$ cat src/rtl/lif_spike_monitor.sv
// Purpose: spike-rate (spikes per programmable window) and inter-spike-interval monitor for one LIF neuron.
// Latency: a rate result appears 1 cycle after its window closes; ISI and burst appear 1 cycle after the spike.
// Backpressure: one-entry rate buffer; a window that closes while the buffer is full and not being read is dropped and sets sticky overrun.
module lif_spike_monitor #(
   parameter int WINDOW_W  = 8,
   parameter int COUNT_W   = 8,
   parameter int ISI_W     = 8,
   parameter int BURST_ISI = 4
) (
   input  logic                clk,
   input  logic                rst,
   input  logic                enable,
   input  logic                spike_in,
   input  logic [WINDOW_W-1:0] window_len,
   output logic [COUNT_W-1:0]  rate_out,
   output logic                rate_valid,
   input  logic                rate_ready,
   output logic [ISI_W-1:0]    isi_out,
   output logic                isi_valid,
   output logic                burst,
   output logic                overrun
);

   typedef enum logic {
      IDLE  = 1'b0,
      COUNT = 1'b1
   } state_t;

   // One extra bit so a threshold equal to 2^ISI_W still means "every interval is a burst".
   localparam logic [ISI_W:0] BURST_TH = (ISI_W + 1)'(BURST_ISI);

   state_t              state;
   logic [WINDOW_W-1:0] win_cnt;
   logic [WINDOW_W-1:0] win_len_q;
   logic [COUNT_W-1:0]  spk_cnt;
   logic [ISI_W-1:0]    isi_cnt;
   logic                have_prev;

   logic [WINDOW_W-1:0] len_eff;
   logic [WINDOW_W-1:0] cur_len;
   logic [WINDOW_W-1:0] cur_cnt;
   logic [COUNT_W-1:0]  cur_spk;
   logic [COUNT_W-1:0]  spk_next;
   logic [ISI_W-1:0]    isi_next;
   logic                win_close;
   logic                rate_hs;
   logic                rate_load;

   // Window bookkeeping as seen this cycle; the first enabled cycle behaves as cycle 0 of a freshly captured window.
   always_comb begin
      len_eff   = (window_len == '0) ? WINDOW_W'(1) : window_len;
      cur_len   = (state == IDLE) ? len_eff : win_len_q;
      cur_cnt   = (state == IDLE) ? '0 : win_cnt;
      cur_spk   = (state == IDLE) ? '0 : spk_cnt;
      spk_next  = (spike_in && (cur_spk != '1)) ? cur_spk + COUNT_W'(1) : cur_spk;
      isi_next  = (isi_cnt != '1) ? isi_cnt + ISI_W'(1) : isi_cnt;
      win_close = enable && (cur_cnt == cur_len - WINDOW_W'(1));
      rate_hs   = rate_valid && rate_ready;
      rate_load = win_close && (!rate_valid || rate_ready);
   end

   // Control FSM and window counters: windows run back-to-back, a drop of enable discards the partial window.
   always_ff @(posedge clk or posedge rst) begin
      if (rst) begin
         state     <= IDLE;
         win_cnt   <= '0;
         win_len_q <= '0;
         spk_cnt   <= '0;
      end else if (!enable) begin
         state   <= IDLE;
         win_cnt <= '0;
         spk_cnt <= '0;
      end else begin
         state <= COUNT;
         if (win_close) begin
            // Restart in the same cycle and pick up the next window length.
            win_cnt   <= '0;
            spk_cnt   <= '0;
            win_len_q <= len_eff;
         end else begin
            win_cnt   <= cur_cnt + WINDOW_W'(1);
            spk_cnt   <= spk_next;
            win_len_q <= cur_len;
         end
      end
   end

   // Inter-spike interval: counts cycles since the last spike and reports it on every spike that has a predecessor.
   always_ff @(posedge clk or posedge rst) begin
      if (rst) begin
         isi_cnt   <= '0;
         have_prev <= 1'b0;
         isi_out   <= '0;
         isi_valid <= 1'b0;
         burst     <= 1'b0;
      end else begin
         isi_valid <= 1'b0;
         burst     <= 1'b0;
         if (!enable) begin
            // Leaving the active state forgets the previous spike, so the next one starts a fresh interval.
            isi_cnt   <= '0;
            have_prev <= 1'b0;
         end else if (spike_in) begin
            isi_cnt   <= '0;
            have_prev <= 1'b1;
            if (have_prev) begin
               isi_out   <= isi_next;
               isi_valid <= 1'b1;
               burst     <= ({1'b0, isi_next} < BURST_TH);
            end
         end else begin
            isi_cnt <= isi_next;
         end
      end
   end

   // One-entry rate buffer: load on close when free or being drained, otherwise drop the result and flag overrun.
   always_ff @(posedge clk or posedge rst) begin
      if (rst) begin
         rate_out   <= '0;
         rate_valid <= 1'b0;
         overrun    <= 1'b0;
      end else if (rate_load) begin
         rate_out   <= spk_next;
         rate_valid <= 1'b1;
      end else if (win_close) begin
         overrun <= 1'b1;
      end else if (rate_hs) begin
         rate_valid <= 1'b0;
      end
   end

endmodule

$ cat config.mk
export PLATFORM = sky130hd
export DESIGN_NAME = lif_spike_monitor
export DESIGN_NICKNAME = d
export VERILOG_FILES = /design/src/rtl/lif_spike_monitor.sv
export SDC_FILE = /design/constraint.sdc
export NUM_CORES = 1
export LEC_CHECK = 0
export ABC_AREA = 1
export CORE_MARGIN = 8
export CORE_UTILIZATION = 25
export DETAILED_ROUTE_END_ITERATION = 10
export PLACE_DENSITY_LB_ADDON = 0.12
export REMOVE_ABC_BUFFERS = 1
export SYNTH_ARGS = -nofsm -noshare
export SYNTH_HDL_FRONTEND = slang
export SYNTH_SLANG_ARGS = --single-unit
$ cat constraint.sdc
create_clock -name clk -period 6.8 [get_ports clk]
set_input_delay 1.02 -clock clk [delete_from_list [all_inputs] [get_ports clk]]
set_output_delay 1.02 -clock clk [all_outputs]
set_load 0.01 [all_outputs]
Yosys cells after proc, flatten, opt, wreduce, memory -nomap -nowiden:

Cells that the tools add are included.

* bits in registers: 54

* add/sub/neg operators: 4
* order comparisons: 1
* eq/ne operators: 5
* muxes and demuxes: 25
* bitwise gates (word level): 1
* reduce and logical (&&, ||, !) cells: 11

Operators by type and width (number)
* $mux W8: 13
* $add A8 B1 Y8 const B: 3
* $ne A8 B8 Y1 const B: 2
* $mux W1: 12
* $eq A8 B8 Y1: 1
* $logic_not A8 Y1: 1
* $lt A8 B3 Y1 const B: 1
* $sub A8 B1 Y8 const B: 1
* $logic_and A1 B1 Y1: 4
* $ne A2 B1 Y1 const B: 2
* $reduce_and A2 Y1: 2
* $reduce_and A3 Y1: 1
* $reduce_bool A2 Y1: 1
* $logic_not A1 Y1: 1
* $logic_or A1 B1 Y1: 1
* $not A1 Y1: 1

Longest topological paths before layout:

Gate-level depths: netlist of the first run.

* depth in word-level cells: 9
* gate-level depth with buffers: 21

Worst setup path before layout of the first run:

Ideal clock, no wire load.

* kind: input to register
* start: input port window_len[2]
* end: register rate_out[1]
* library setup time: 0.127 ns
* arrival time: 2.824 ns
* required time: 6.673 ns
* slack: 3.850 ns
* stages on the path: 17
* cell sequence: nor2_1 nand2_1 inv_1 nand2_1 nand3_1 nand2_2 ha_1 xor2_1 nor2_1 nand3_1 nor2b_1 nand2_1 nor2_4 nand3_2 buf_6 nand2_1 o21ai_2

* longest elaborated chain between the ends: 7

Ends and longest elaborated chain
* start, declared: RTL line 14 `input logic [WINDOW_W-1:0] window_len,`
* $logic_not A8 Y1: RTL line 51 `len_eff = (window_len == '0) ? WINDOW_W'(1) : window_len;`
* $mux W8 *: RTL line 51
* $mux W8 *: RTL line 52 `cur_len = (state == IDLE) ? len_eff : win_len_q;`
* $sub A8 B1 Y8 *: RTL line 57 `win_close = enable && (cur_cnt == cur_len - WINDOW_W'(1));`
* $eq A8 B8 Y1 *: RTL line 57
* $logic_and A1 B1 Y1 *: RTL line 57
* $logic_and A1 B1 Y1 *: RTL line 59 `rate_load = win_close && (!rate_valid || rate_ready);`
* end signal, assigned: RTL line 124 `rate_out <= spk_next;`
* end, declared: RTL line 15 `output logic [COUNT_W-1:0] rate_out,`

Every way passes the cells marked *; elsewhere a longest branch is shown, timed or not.
A chain may end at the register's enable or synchronous reset.

Worst setup path in the final report of the first run:

* start: input port window_len[2]
* end: register spk_cnt[4]

* longest elaborated chain between the ends: 8

Ends and longest elaborated chain
* $logic_not A8 Y1: RTL line 51
* $mux W8 *: RTL line 51
* $mux W8 *: RTL line 52
* $sub A8 B1 Y8 *: RTL line 57
* $eq A8 B8 Y1 *: RTL line 57
* $logic_and A1 B1 Y1 *: RTL line 57
* $mux W8 *: RTL line 75 `if (win_close) begin`
* $mux W8 *: RTL line 69 `end else if (!enable) begin`
* end signal, assigned: RTL line 82 `spk_cnt <= spk_next;`
* end, declared: RTL line 35 `logic [COUNT_W-1:0] spk_cnt;`

Marks and branches as above.

==> out/results.ini, run 1 <==
[worst_setup_path]
start_kind = input port
reg2reg_slack_ns = 3.59
r2r_end = spk_cnt[4]
cp.required_ns = 6.96
slowest_delay_ns = 0.46
crit_chain = clkdlybuf4s50_1 -> nor2_1 -> nand2_1 -> inv_1 -> nand2_1 -> nand3_1 -> nand2_2 -> ha_1 -> xor2_1 -> nor2_1 -> nand3_1 -> nor2b_1 -> nand2_1 -> nor2_4 -> nand2_1 -> nand2_2 -> nor2b_1
critPathLaunch = window_len[2]
endpoint_kind = flop
cp_slowest_cell = clkdlybuf4s50_1
reg2reg_from = state
worstSetupEndpoint = spk_cnt[4]
cp_data_arrival_time_ns = 3.88
critPathMaxFanout = 16
reg2reg_depth = 15
cp_common_cell = nand2_1
crit_type = input port to flop

[clock_tree]
cts_tree = yes
cts_setup_buffers = 0
cts-root-buf = clkbuf_16
clkSlewWorstSetupHoldPaths_ns = 0.07
cts_resized = 0
clk_latency_ns = 0.29
postCtsHoldBufs = 0
cts_buffers = 5
cts-htree-levels = 2
clock-sinks = 54
clockBufferDepth = 2

[routing]
vias_per_cell = 4.27
wirelength_um = 7220
postRouteAntennaNets = 0
drt_iter0_drc = 101
num_vias = 2475
firstDrtPassIters = 4
avgRoutedWirePerCell_um = 12.4
drc_errors = 0

[grt]
antenna_found_initial = 0
grt_pass1_vias = 2497
grt_pass1_wl_um = 12400
grt_overflow = 0
grt_usage_pct = 9.60
grt_max_degree = 55

[die]
ioPinCount = 33
die_area_um2 = 15800
die_x_um = 126
initial_utilization_pct = 25.3
die_h_um = 126
row_count = 40
coreArea_um2 = 11900

[power]
pwr-share-comb_pct = 16.1
p_leak_uw = 0.00182
power_density_nw_per_um2 = 212
ir_drop_v = 0.000112
cellInternalPower_uw = 571
switching_share_pct = 25.7
switchingPower_uw = 197
power_frac_seq_pct = 45.4
p_clk_share_pct = 38.4

[cells_and_area]
n_fill_cell = 1296
nets = 450
layout-drive-gt1-share_pct = 7.39
area.sequential_um2 = 1350
diodes = 0
multiInputGateArea_um2 = 1370
area_delta_synth_final_pct = 21.1

[synth]
yosys_warnings = 0
seq_area_frac_synth_pct = 45.1
synth-adder-area-share_pct = 1.67
synthDistinctLibCells = 32
synthMuxAreaShare_pct = 0.334
yosysTopAreaCell = dfrtp_1
synth-seq-cells = 54
synthSimpleGateAreaFrac_pct = 31.7
avgSynthCellArea_um2 = 7.50
synth.top_cell.area_share_pct = 45.1
syn_inst = 400
async_flop_share_pct = 100
synth-edff-count = 0
ys.flop_type = dfrtp_1
synth_area_um2 = 3000
synth_top_family_by_area = simple AND/OR/NAND/NOR gates
synth_compound_area_share_pct = 7.05
synthTopCellsByArea = dfrtp_1 45%, nand2_1 16%, inv_1 6.5%
synthXorXnorAreaFrac_pct = 4.96

[timing]
slew_headroom_pct = 52.9
finalHoldViolations = 0
tns_ns = 0
holdWs_ns = 0.481
min_period_ns = 3.72
tightest_slew_ns = 0.707
fmax_mhz = 269
finalCritPeriodShare_pct = 54.7
rsz0062_at_grt = false
setup_viol = 0
report.final.slew_viol_count = 0
skew_ns = 0.00502

[placed_design]
hpwl_um = 5270
io_buffer_count = 32
routabilityCongestion = 0.800

[run_status]
outcome = completed

[flow_run]
drv_cap = 0

[min_path]
min-delay-path-class = flop to flop

==> worst min-delay path by stage <==
stage	end	from	cells past startpoint	slack [ns]
global route	win_len_q[5]	win_len_q[5]	2	0.51
floorplan	win_len_q[6]	win_len_q[6]	2	0.45
CTS	rate_out[4]	rate_out[4]	2	0.49
finish	rate_out[4]	rate_out[4]	2	0.48
global placement	win_len_q[3]	win_len_q[3]	2	0.47
detailed placement	rate_out[4]	rate_out[4]	2	0.47
==> synth_stat cells (all sizes together) (2+ instances only) <==
cell type	instances
nand4	2
nor4	2
nand2	130
nor2	42
nor3	7
nand3	38
ha	4
inv	57
nor2b	2
buf	7
a21oi	3
clkinv	2
o21ai	28
dfrtp	54
xor2	14
xnor2	3
==> layer usage <==
layer,global-route usage (%),part of all wire [%]
met5,0,0
met4,2.36,0.69
met3,2.46,3.5
met2,15.1,44
met1,12.8,52
==> stage by stage <==
step | power, uW | std cells | util (%) | cell area [um^2] | setup slack (ns)
finish | 768 | 580 | 30.6 | 3630 | 3.08
global route | 812 | 580 | 30.6 | 3630 | 2.77
CTS | 784 | 580 | 30.6 | 3630 | 3.09
detailed placement | 482 | 573 | 29.2 | 3460 | 2.79
global placement | 482 | 573 | 29.2 | 3460 | 2.82
floorplan | 432 | 392 | - | 2940 | 3.76
==> cell families after synthesis <==
| family | count (synthesis) |
|---|---|
| XOR/XNOR | 17 |
| buffers and inverters | 67 |
| flip-flops | 54 |
| adder cells (fa/ha/maj) | 4 |
| multiplexers | 1 |
| AO/OA/AOI/OAI | 33 |
| AND/OR/NAND/NOR | 224 |
==> cell type report <==
class	count	area share, %
sequential	54	37.2
multi-input combinational	279	37.8
timing repair buffer	34	9.23
inverter	59	6.10
tap	147	5.06
clock inverter	1	0.827
clock buffer	6	3.82
==> power groups by stage <==
stage	Sequential (uW)	Combinational, uW	Clock (uW)
6_report	349	124	295
3_5_place_dp	355	126	0
4_1_cts	349	127	307
5_1_grt	351	144	317
3_3_place_gp	355	127	0
2_1_floorplan	360	71.8	0
==> registers in the layout (all words and copies together) (netlist names) <==
name,cells
isi_cnt,8
isi_out,8
rate_out,8
spk_cnt,8
win_cnt,8
win_len_q,8
burst,1
have_prev,1
isi_valid,1
overrun,1
rate_valid,1
state,1
==> cell usage in the layout, fill, tap and decap left out, types with 2 or more instances in the layout <==
cell / netlist / routed
xor2_1: 14 / 14
o21ai_0: 16 / 16
nor2b_1: 2 / 2
ha_1: 4 / 4
nand4_1: 2 / 2
inv_1: 52 / 51
dfrtp_1: 54 / 54
nor2_4: 2 / 2
o21ai_2: 8 / 8
a21oi_1: 2 / 2
clkdlybuf4s50_1: 0 / 32
xnor2_1: 3 / 3
inv_2: 5 / 6
clkbuf_16: 0 / 5
nand2_2: 3 / 3
nor2_1: 39 / 39
nand2_1: 127 / 127
buf_4: 4 / 2
clkinv_1: 2 / 2
o21ai_1: 4 / 4
nand3_1: 37 / 37
nor3_1: 7 / 7
==> worst max-delay path: cells and delay by family <==
| kind | cells | cell delay [ns] |
|---|---|---|
| XOR/XNOR | 1 | 0.16 |
| adder cells (fa/ha/maj) | 1 | 0.34 |
| buffers and inverters | 2 | 0.51 |
| AND/OR/NAND/NOR | 13 | 1.84 |
Power figures use the tool's default switching activity.
==> run 2, diff against run 1 <==
==> constraint.sdc (replaced) <==
create_clock -name clk -period 3.33 [get_ports clk]
set_input_delay 0.4995 -clock clk [delete_from_list [all_inputs] [get_ports clk]]
set_output_delay 0.4995 -clock clk [all_outputs]
set_load 0.01 [all_outputs]
==> run 2 against run 1 <==
Die area did not move. Sequential share of layout area fell by 0.75 points. Final cell count rose by 1.2%. Non-clock buffer count rose by 6. Via count rose by 3.8%. Sequential power rose by 100%. Routed wire length rose by 3.9%. Clock skew fell by 0.00051 ns. Critical endpoint is now rate_out[2].
==> out/results.ini, run 2 (synthesized netlist as in run 1, its figures left out) <==
[routing]
firstDrtPassIters = 4  ; unchanged
drt_iter0_drc = 106  ; +5.0%
avgRoutedWirePerCell_um = 12.8  ; +2.6%
wirelength_um = 7500  ; +3.9%
postRouteAntennaNets = 0  ; unchanged
num_vias = 2568  ; +3.8%
vias_per_cell = 4.37  ; +2.5%
drc_errors = 0  ; unchanged

[clock_tree]
clkSlewWorstSetupHoldPaths_ns = 0.07  ; about the same
postCtsHoldBufs = 0  ; unchanged
cts_resized = 0  ; unchanged
clk_latency_ns = 0.28  ; about the same
cts_tree = yes
clock-sinks = 54  ; unchanged
cts-htree-levels = 2  ; unchanged
cts_setup_buffers = 0  ; unchanged
cts-root-buf = clkbuf_16
cts_buffers = 5  ; unchanged
clockBufferDepth = 2  ; unchanged

[die]
coreArea_um2 = 11900  ; unchanged
die_x_um = 126  ; unchanged
initial_utilization_pct = 25.3  ; unchanged
die_h_um = 126  ; unchanged
die_area_um2 = 15800  ; unchanged
row_count = 40  ; unchanged
ioPinCount = 33  ; unchanged

[timing]
setup_viol = 0  ; unchanged
finalHoldViolations = 0  ; unchanged
finalCritPeriodShare_pct = 86.1
rsz0062_at_grt = false
skew_ns = 0.00452  ; -0.000507 ns
tightest_slew_ns = 0.705  ; -0.00197 ns
tns_ns = 0  ; unchanged
report.final.slew_viol_count = 0  ; unchanged
holdWs_ns = 0.478  ; -0.00325 ns
min_period_ns = 2.87
fmax_mhz = 349
finalWorstSetupSlack_ns = 0.463  ; -2.62 ns
slew_headroom_pct = 53.0  ; +0.063 points

[placed_design]
io_buffer_count = 32  ; unchanged
post-place-ws_ns = 0.142  ; -2.65 ns
dpl_cell_area_um2 = 3510  ; +1.3%
hpwl_um = 5700  ; +8.2%
routabilityCongestion = 0.855  ; +6.9%

[cells_and_area]
area.sequential_um2 = 1350  ; unchanged
nets = 456  ; +1.3%
multiInputGateArea_um2 = 1370  ; unchanged
final_common_cell = nand2_1
fin_util_pct = 31.3  ; +0.63 points
n_fill_cell = 1271  ; -1.9%
diodes = 0  ; unchanged
area_delta_synth_final_pct = 23.6
layout_common_cells = 127 x nand2_1, 54 x dfrtp_1, 51 x inv_1
layout-drive-gt1-share_pct = 8.86  ; +1.5 points
postLayoutCellArea_um2 = 3710  ; +2.1%

[worst_setup_path]
cp_data_arrival_time_ns = 3.03  ; -0.85 ns
crit_type = input port to flop
cp.required_ns = 3.50  ; -3.46 ns
start_kind = input port
endpoint_kind = flop
critPathMaxFanout = 16  ; unchanged

[min_path]
min-delay-path-class = flop to flop

[run_status]
outcome = completed

[grt]
grt_pass1_wl_um = 13100  ; +5.4%
antenna_found_initial = 0  ; unchanged
grt_pass1_vias = 2686  ; +7.6%
grt_overflow = 0  ; unchanged
grt_usage_pct = 10.0  ; +0.40 points
grt_max_degree = 33  ; -40%

[power]
power_density_nw_per_um2 = 449  ; +110%
ir_drop_v = 0.000261  ; +130%
p_leak_uw = 0.00186  ; +2.4%

[flow_run]
drv_cap = 0  ; unchanged

## run 2: cell types whose count changed in the layout (fill, tap and decap cells not counted), sizes merged
cell,before,now
buf,2,8
bufinv,1,2
## run 2: metrics by stage
step	total power, uW	instances
after global routing	1750	587
after floorplan	882	392
final	1660	587
after detailed placement	994	579
after CTS	1690	587
after global placement	994	579
## run 2: power by group
part	total (uW)	switching (uW)	internal (uW)
sequential	714	21.3	692
clock	686	234	452
combinational	263	156	107
## run 2: worst paths after layout
| path | from | endpoint | slack, ns | cells past startpoint |
|---|---|---|---|---|
| setup / recovery | window_len[4] | rate_out[2] | 0.46 | 17 |
| hold / removal | overrun | overrun | 0.48 | 1 |
| setup reg to reg | state | rate_out[2] | 0.57 | 14 |
| hold reg to reg | overrun | overrun | 0.48 | 1 |
| max in group asynchronous | rst | win_cnt[7] | 2.04 | 3 |
| min in group asynchronous | rst | isi_out[2] | 0.64 | 2 |
## run 2: layer usage
| metal | global-route usage [%] | wire (um) | share of wire, % |
|---|---|---|---|
| met1 | 12.6 | 3730 | 50 |
| met2 | 16.7 | 3420 | 46 |
| met3 | 2.38 | 282 | 3.8 |
| met4 | 2.87 | 65 | 0.87 |
| met5 | 0 | 0 | 0 |
## run 2: worst max-delay path, stage by stage
cell	delay [ns]
clkdlybuf4s50_1	0.45
nor2_1	0.11
nand2_1	0.07
inv_1	0.05
nand2_1	0.04
nand3_1	0.07
nand2_2	0.12
ha_1	0.33
xor2_1	0.16
nor2_1	0.09
nand3_1	0.10
nor2b_1	0.12
nand2_1	0.10
nor2_4	0.13
nand3_2	0.34
nand2_1	0.18
o21ai_2	0.06
## run 2: area by class of cell
class / count / share of cell area [%]
clock inverters: 2 / 1.62
clock buffers: 6 / 3.75
flip-flops and latches: 54 / 36.4
well taps: 147 / 4.96
inverters: 59 / 5.97
repair buffers: 40 / 10.3
multi-input cells: 279 / 37.0
